**src/rtl/bank_timing_ctrl.sv**
```systemverilog
// bank_timing_ctrl: per-bank DRAM command legality checker and timing tracker.
// Each bank runs its own state machine and down-counter. The counter measures how
// long the bank has left in a timed state (activating, reading, writing, precharging
// or refreshing). Illegal commands are rejected. A rejection pulses cmd_err for one
// cycle and increments a saturating error counter.
//
// Ports:
//   clk        - rising-edge clock
//   reset_n    - asynchronous active-low reset
//   bg, ba     - bank-group / bank address; bank index = {bg,ba} (bg ignored if BGWIDTH=0)
//   ACT..REF   - command strobes, sampled on the rising edge
//   bank_state - 5-bit state per bank, bank k at [5k+4:5k]
//   cmd_err    - one-cycle pulse after a rejected command
//   err_cnt    - saturating count of rejected commands
//   any_busy   - combinational: some bank is in a timed state
module bank_timing_ctrl #(
  parameter int unsigned BGWIDTH = 2,
  parameter int unsigned BAWIDTH = 2,
  parameter int unsigned BL      = 8,
  parameter int unsigned T_RCD   = 17,
  parameter int unsigned T_WR    = 14,
  parameter int unsigned T_RP    = 17,
  parameter int unsigned T_RFC   = 34
) (
  input  logic                                      clk,
  input  logic                                      reset_n,
  input  logic [((BGWIDTH > 0) ? BGWIDTH : 1)-1:0]  bg,
  input  logic [BAWIDTH-1:0]                        ba,
  input  logic                                      ACT,
  input  logic                                      RD,
  input  logic                                      RDA,
  input  logic                                      WR,
  input  logic                                      WRA,
  input  logic                                      PR,
  input  logic                                      PRA,
  input  logic                                      REF,
  output logic [5*(2**(BGWIDTH+BAWIDTH))-1:0]       bank_state,
  output logic                                      cmd_err,
  output logic [7:0]                                err_cnt,
  output logic                                      any_busy
);

  localparam int unsigned NB    = 2**(BGWIDTH+BAWIDTH);
  localparam int unsigned IDXW  = BGWIDTH + BAWIDTH;
  localparam int unsigned MAX_A = (BL > T_RCD) ? BL : T_RCD;
  localparam int unsigned MAX_B = (T_WR > T_RP) ? T_WR : T_RP;
  localparam int unsigned MAX_C = (MAX_A > MAX_B) ? MAX_A : MAX_B;
  localparam int unsigned MAXT  = (MAX_C > T_RFC) ? MAX_C : T_RFC;
  localparam int unsigned CW    = $clog2(MAXT + 1);

  // Counters load duration-1 on entry so the state lasts exactly the duration.
  localparam logic [CW-1:0] LD_BL  = CW'(BL - 1);
  localparam logic [CW-1:0] LD_RCD = CW'(T_RCD - 1);
  localparam logic [CW-1:0] LD_WR  = CW'(T_WR - 1);
  localparam logic [CW-1:0] LD_RP  = CW'(T_RP - 1);
  localparam logic [CW-1:0] LD_RFC = CW'(T_RFC - 1);

  typedef enum logic [4:0] {
    S_IDLE        = 5'h00,
    S_ACTIVATING  = 5'h01,
    S_ACTIVE      = 5'h03,
    S_PRECHARGING = 5'h0a,
    S_READING     = 5'h0b,
    S_READING_AP  = 5'h0c,
    S_REFRESHING  = 5'h0d,
    S_WRITING     = 5'h12,
    S_WRITING_AP  = 5'h13
  } bank_st_e;

  bank_st_e        st  [NB];
  logic [CW-1:0]   cnt [NB];

  logic [7:0]      strobes;
  logic [IDXW-1:0] idx;
  bank_st_e        tgt;
  logic            all_idle;
  logic            any_timed;
  logic            cmd_ok;
  logic            accept;
  logic            reject;

  assign strobes = {ACT, RD, RDA, WR, WRA, PR, PRA, REF};

  // Command decode: legality against the addressed bank and the whole array.
  always_comb begin
    idx       = '0;
    all_idle  = 1'b1;
    any_timed = 1'b0;
    cmd_ok    = 1'b0;
    if (BGWIDTH == 0) idx = IDXW'(ba);
    else              idx = IDXW'({bg, ba});
    for (int k = 0; k < NB; k++) begin
      if (st[k] != S_IDLE) all_idle = 1'b0;
      if (st[k] != S_IDLE && st[k] != S_ACTIVE) any_timed = 1'b1;
    end
    tgt = st[idx];
    if (ACT)      cmd_ok = (tgt == S_IDLE);
    else if (RD || RDA || WR || WRA)
                  cmd_ok = (tgt == S_ACTIVE);
    else if (PR)  cmd_ok = (tgt == S_IDLE) || (tgt == S_ACTIVE);
    else if (PRA) cmd_ok = !any_timed;
    else if (REF) cmd_ok = all_idle;
    accept = $onehot(strobes) && cmd_ok;
    reject = (|strobes) && !accept;
  end

  // Per-bank state and counter update plus error tracking.
  always_ff @(posedge clk or negedge reset_n) begin
    if (!reset_n) begin
      for (int k = 0; k < NB; k++) begin
        st[k]  <= S_IDLE;
        cnt[k] <= '0;
      end
      cmd_err <= 1'b0;
      err_cnt <= 8'd0;
    end else begin
      cmd_err <= reject;
      if (reject && err_cnt != 8'hFF) err_cnt <= err_cnt + 8'd1;
      for (int k = 0; k < NB; k++) begin
        // A bank in a timed state never accepts a command, so timing and
        // command handling are mutually exclusive per bank.
        if (st[k] != S_IDLE && st[k] != S_ACTIVE) begin
          if (cnt[k] != '0) begin
            cnt[k] <= cnt[k] - CW'(1);
          end else begin
            case (st[k])
              S_ACTIVATING, S_READING, S_WRITING: st[k] <= S_ACTIVE;
              S_READING_AP, S_WRITING_AP: begin
                st[k]  <= S_PRECHARGING;
                cnt[k] <= LD_RP;
              end
              default: st[k] <= S_IDLE;
            endcase
          end
        end else if (accept) begin
          if (REF) begin
            st[k]  <= S_REFRESHING;
            cnt[k] <= LD_RFC;
          end else if (PRA) begin
            if (st[k] == S_ACTIVE) begin
              st[k]  <= S_PRECHARGING;
              cnt[k] <= LD_RP;
            end
          end else if (idx == IDXW'(k)) begin
            if (ACT) begin
              st[k] <= S_ACTIVATING; cnt[k] <= LD_RCD;
            end else if (RD) begin
              st[k] <= S_READING;    cnt[k] <= LD_BL;
            end else if (RDA) begin
              st[k] <= S_READING_AP; cnt[k] <= LD_BL;
            end else if (WR) begin
              st[k] <= S_WRITING;    cnt[k] <= LD_WR;
            end else if (WRA) begin
              st[k] <= S_WRITING_AP; cnt[k] <= LD_WR;
            end else if (PR && st[k] == S_ACTIVE) begin
              st[k] <= S_PRECHARGING; cnt[k] <= LD_RP;
            end
          end
        end
      end
    end
  end

  // Flatten per-bank state onto the output bus.
  always_comb begin
    bank_state = '0;
    for (int k = 0; k < NB; k++) bank_state[5*k +: 5] = st[k];
  end

  assign any_busy = any_timed;

endmodule

```
**config.mk**
```make
export PLATFORM = sky130hd
export DESIGN_NAME = bank_timing_ctrl
export DESIGN_NICKNAME = d
export VERILOG_FILES = /design/src/rtl/bank_timing_ctrl.sv
export SDC_FILE = /design/constraint.sdc
export NUM_CORES = 1
export LEC_CHECK = 0
export ABC_AREA = 1
export BUFFER_PORTS_ARGS = -buffer_cell sky130_fd_sc_hd__clkbuf_2
export CAP_MARGIN = 20
export CORE_MARGIN = 4
export CORE_UTILIZATION = 40
export DETAILED_ROUTE_END_ITERATION = 16
export HOLD_SLACK_MARGIN = 0.02
export PLACE_DENSITY = 0.56
export SLEW_MARGIN = 20
export SYNTH_ARGS = -nofsm -noshare
export SYNTH_HDL_FRONTEND = slang
export SYNTH_SLANG_ARGS = --single-unit
```
**constraint.sdc**
```tcl
create_clock -name clk -period 2.7 [get_ports clk]
set_clock_uncertainty 0.1 [all_clocks]
set_input_delay 0.27 -clock clk [delete_from_list [all_inputs] [get_ports clk]]
set_output_delay 0.27 -clock clk [all_outputs]
set_load 0.005 [all_outputs]
```
* Word-level counts from Yosys, hierarchy flattened
Cells that the tools add are included.
Word-level totals: register bits 185, output and inout bits 90, word-level logic and storage cells 914, input bits 14
Operators by class: eq/ne operators 178, reduce and logical (&&, ||, !) cells 188, add/sub/neg operators 24, mux-type cells 488, bitwise logic cells 1, $lt $le $gt $ge 1
Operator list (count):
- $mux W6 | 224
- $mux W5 | 210
- $eq A5 B4 Y1 const B | 32
- $eq A5 B5 Y1 const B | 32
- $reduce_and A5 Y1 | 32
- $reduce_bool A9 Y1 | 16
- $pmux W4 S2 | 16
- $reduce_bool A6 Y1 | 16
- $sub A6 B1 Y6 const B | 16
- $eq A5 B2 Y1 const B | 17
- $eq A5 B1 Y1 const B | 16
- $ne A5 B2 Y1 const B | 16
- $reduce_bool A5 Y1 | 16
- $ne A4 B1 Y1 const B | 16
- $reduce_bool A4 Y1 | 16
- $ne A3 B1 Y1 const B | 16
- $reduce_or A3 Y1 | 16
- $mux W1 | 37
- $logic_and A1 B1 Y1 | 35
- $eq A4 B4 Y1 const B | 8
- $ne A2 B2 Y1 const B | 16
- $reduce_bool A2 Y1 | 16
- $reduce_or A2 Y1 | 16
- $bmux W5 S4 | 1
- other kinds (15) | 28

* Longest topological paths before layout
word-level depth 27, depth in mapped cells 23

* Least setup slack after synthesis
Ideal clock, no wire load.
path kind input-to-reg, from input ACT, to register cnt[50] (netlist name), slack -0.979 ns, arrival time 3.461 ns, required time 2.482 ns, path buffers 1, stages on the path 19, path through fa_1 > inv_1 > fa_1 > fa_1 > inv_1 > ha_1 > inv_1 > fa_1 > nor2_1 > nand2_1 > nand2_1 > o2111ai_1 > a21oi_4 > buf_4 > nand3_1 > nand2_2 > nand2_2 > nand2_1 > nand2_1
On the way: cells in the longest elaborated chain, start to end 7, elaborated cells on any way between the ends 15, classes of those cells add/sub (3); eq/ne (1); mux (7); reduce/logical (4)
Ends and longest elaborated chain:
- start, declared | line 29 | input logic ACT,
- $add A1 B1 Y2 (implied by the code) | line 103 | accept = $onehot(strobes) && cmd_ok;
- $add A2 B2 Y3 (implied by the code) | line 103
- $add A3 B3 Y4 (implied by the code) | line 103
- $eq A4 B1 Y1 | line 103
- $logic_and A1 B1 Y1 | line 103
- $reduce_bool A2 Y1 (no line)
- $reduce_and A5 Y1 (no line)
- end signal, assigned by index | line 124 | cnt[k] <= cnt[k] - CW'(1);
- end, declared | line 71 | logic [CW-1:0] cnt [NB];
Several ways; a longest one is shown, not always the timed one. The select of a mux whose other input is x is not followed. A chain may end at the register's enable or synchronous reset.

* Worst setup path after layout
from input ACT, to register cnt[46] (netlist name)
Same word-level chain as after synthesis.

==> reports/qor.json <==
{
  "global_routing": {
    "global_route.usage.met1_pct": 36.3,
    "gr-total-overflow": 0,
    "grt-busiest-layer": "met2",
    "gr-usage-met3_pct": 4.71,
    "grt_pass1_vias": 13700,
    "grt_antenna_before_repair": 0,
    "met2_global_route_usage_pct": 41.7,
    "grt_usage_pct": 26.4,
    "grt_first_pass_wirelength_mm": 75.9,
    "grt_max_degree": 74
  },
  "cts": {
    "cts_root_buffer": "clkbuf_16",
    "worst_skew_late_latency_ns": 0.47,
    "ctsLongestPathBuffers": 2,
    "cts.htree.levels": 4,
    "cts_sinks": 185,
    "cts_inserted_buffers": 17,
    "clk_pin_slew_ns": 0.08,
    "tritoncts": "yes"
  },
  "worst_setup_path": {
    "critical_path.endpoint_type": "flop",
    "setup_crit_path_kind": "input pin to flop",
    "timing.critical_path.mode_cell": "fa_1",
    "path_cells": "buf_8 -> fa_1 -> inv_1 -> fa_1 -> fa_1 -> inv_1 -> ha_2 -> inv_2 -> fa_2 -> o2111ai_4 -> a21oi_4 -> buf_6 -> nand2_4 -> buf_6 -> nand2_8 -> nand3_4 -> nand2_2 -> nand2_1",
    "r2r.worst_path.cells": 13,
    "startpoint_kind_of_the_worst_setup_timing_path": "input pin",
    "arrival_ns": 3.83,
    "worst_ep_required_time_ns": 2.95,
    "slowest_stage": "fa_2",
    "rrSetupSlack_ns": -0.05,
    "reg2reg_to": "bank_state[19]",
    "critical_path.max_fanout": 6,
    "critical_path.max_stage_delay_ns": 0.54,
    "reg2reg_from": "bank_state[15]"
  },
  "power_and_ir_drop": {
    "maximum_resistive_drop_on_vdd_mv": 0.547,
    "power_frac_seq_pct": 21.1,
    "p_sw_share_pct": 49.7,
    "net-switching-power_mw": 12.1,
    "p_leak_nw": 9.07,
    "combPwrFrac_pct": 67.5,
    "share_clk_of_total_power_pct": 11.4,
    "intPower_mw": 12.2,
    "cellPowerDensity_nw_per_um2": 1370
  },
  "detailed_routing": {
    "vias_per_cell": 5.36,
    "first_iter_violations": 1349,
    "num_vias": 14800,
    "detail_route.drc_violations": 0,
    "drt_pass1_iterations": 6,
    "wl_per_cell_um": 17.7,
    "routed_wirelength_mm": 49.0,
    "ant_nets": 0
  },
  "synthesis": {
    "synth_edf_count": 0,
    "syn-num-nets": 2037,
    "yosys_register_bits": 185,
    "synth-warning-count": 0,
    "synth.top_cell.area_share_pct": 34.2,
    "yosys_most_used_dff": "dfrtp_1",
    "synth-async-reset-ratio_pct": 100,
    "synth_area_leaders": "dfrtp_1 34%, nand2_1 18%, nand3_1 5.8%",
    "synth_area_leader_cell": "dfrtp_1",
    "synthDistinctLibCells": 47,
    "synthesis.area_um2": 13500,
    "proportion_of_synthesized_chip_area_in_sequential_cells_pct": 34.2,
    "synthesis.instances": 1984,
    "synth.avg_cell_area_um2": 6.82
  },
  "final_layout": {
    "final_net_count": 2362,
    "area_growth_syn_to_layout_pct": 30.9,
    "n_fill_cell": 3219,
    "final_util_pct": 53.0,
    "layout-drive-gt1-share_pct": 23.5
  },
  "floorplan": {
    "placeableCoreArea_um2": 33400,
    "die-height_um": 192,
    "effective_utilization_at_floorplan_pct": 40.5,
    "die-area_um2": 36800,
    "fp-row-count": 67,
    "design.portCount": 104,
    "die_w_um": 192
  },
  "sta": {
    "report.final.setup_viol": 185,
    "finalMaxSlewViolations": 0,
    "rsz0062_at_grt": "yes",
    "final_critical_path_setup_slack_ns": -0.881,
    "crit_path_time_final_ns": 3.58,
    "fin_crit_sh_pct": 133,
    "final_hold_viol_count": 0,
    "max_clock_freq_mhz": 279,
    "maxSlewHeadroom_pct": 40.8,
    "setup-tns-final_ns": -148.76,
    "worstMarginPinSlew_ns": 0.882
  },
  "placement": {
    "dp.final_hpwl_mm": 36.7,
    "gp_congestion": 1.03,
    "place.port_buffers": 103
  },
  "status": {
    "outcome": "finished with violations",
    "violations": "negative setup slack"
  },
  "job": {
    "number_of_max_cap_violations": 0
  },
  "min_path": {
    "hold_class": "input pin to asynchronous set/reset pin"
  }
}
-- power by group through the flow --
stage	logic (mW)	registers [mW]	clock network [mW]
after floorplan	9.74	5.12	0
after global placement	14.5	5.07	0
after detailed placement	14.7	5.08	0
after CTS	15.3	5.05	2.86
after global routing	18.3	5.28	2.95
final	16.4	5.12	2.78
-- cells in the final DEF (no fill, tap or decap), types with 58 or more instances in the layout --
cell	Yosys	routed
nand2_1	635	557
buf_4	3	218
inv_1	196	195
nor2_1	193	193
dfrtp_1	185	185
nand3_1	158	142
clkbuf_2	0	101
nand2_2	31	83
o22ai_1	65	65
o21ai_1	54	58
-- what timing repair did --
item	in CTS	in global routing
buffers inserted	9	8
endpoints found under the setup margin	185	185
cloned	1	1
hold buffers	1	0
pin swaps	8	33
hold endpoints to repair	42	0
gates resized for setup	36	117
-- worst max path at each step --
stage / start / end / cells past startpoint
after global routing: ACT / cnt[93] / 21
after detailed placement: ACT / cnt[33] / 17
after CTS: ACT / err_cnt[5] / 18
final: ACT / cnt[46] / 18
after floorplan: ACT / cnt[50] / 16
after global placement: ACT / cnt[33] / 17
-- registers in the layout (all words and copies together), names as in the netlist --
signal,count
bank_state,80
cmd_err,1
cnt,96
err_cnt,8
-- routing by layer --
layer,routed length (µm),vias up
met5,0,-
met4,1490,0
met3,3150,76
met2,22600,476
met1,21800,7028
li1,-,7262
-- worst max-delay path, delay by kind of cell --
family	cells	cell delay, ns
AOI/OAI and AO/OA	2	0.40
adders and majority gates	5	2.14
buffers and inverters	6	0.56
and+or+nand+nor	5	0.45
-- kinds of logic (layout without fill, tap and decap cells) --
kind of cell | count (synthesis) | count (layout) | synth area share [%]
AOI/OAI and AO/OA | 302 | 302 | 13.4
xor gates and xnor gates | 75 | 75 | 4.85
adders and majority gates | 39 | 39 | 3.83
buffers and inverters | 247 | 583 | 7.33
DFF | 185 | 185 | 34.2
other | 0 | 1 | 0
and+or+nand+nor | 1136 | 1138 | 36.3
-- through the flow --
stage | instance area (µm²) | std cells | worst slack, ns | hold WS (ns) | power, mW
floorplan | 13700 | 1984 | -0.914 | -0.126 | 14.9
global placement | 16300 | 2718 | -1.40 | 0.138 | 19.5
detailed placement | 16300 | 2718 | -1.42 | 0.134 | 19.8
CTS | 17200 | 2761 | -0.825 | 0.196 | 23.2
global route | 17700 | 2770 | -1.00 | 0.224 | 26.5
finish | 17700 | 2771 | -0.881 | 0.205 | 24.3
-- cell usage after synthesis, types with 2 or more instances --
cell       count
a21oi_1       46
o22ai_1       65
ha_1          35
clkbuf_1      19
nand3_1      158
o21bai_1       3
or2_2          5
nand3_2        5
dfrtp_1      185
a211oi_1      15
a22oi_1       11
fa_1           4
buf_2         13
inv_2          6
nand3b_1      11
and3_1         5
nand4_1       48
buf_6          5
inv_1        196
a2111oi_0      3
nor3_1        26
o21ai_1       54
nand2_4        5
nor3_2         3
buf_4          3
clkinv_1       4
xor2_1        54
a31oi_1        4
o21ai_0       63
o21a_1         8
nor3b_1        3
nand2_1      635
nor2_2         3
xnor2_1       21
nor2_1       193
a32oi_1       14
nand2_2       31
o2111ai_1      4
o41ai_1        7
o211ai_1       2
nand2_8        3
-- layout make-up --
type                       instances  area [µm²]  area share [%]
multi-input combinational       1554        8570            48.4
inverter                         206         773            4.37
timing repair buffer             345        2540            14.4
sequential                       185        4630            26.1
antenna                            1        2.50          0.0141
tap                              448         561            3.16
clock buffer                      17         425            2.40
clock inverter                    15         211            1.19
(Power assumes the default switching activity.)
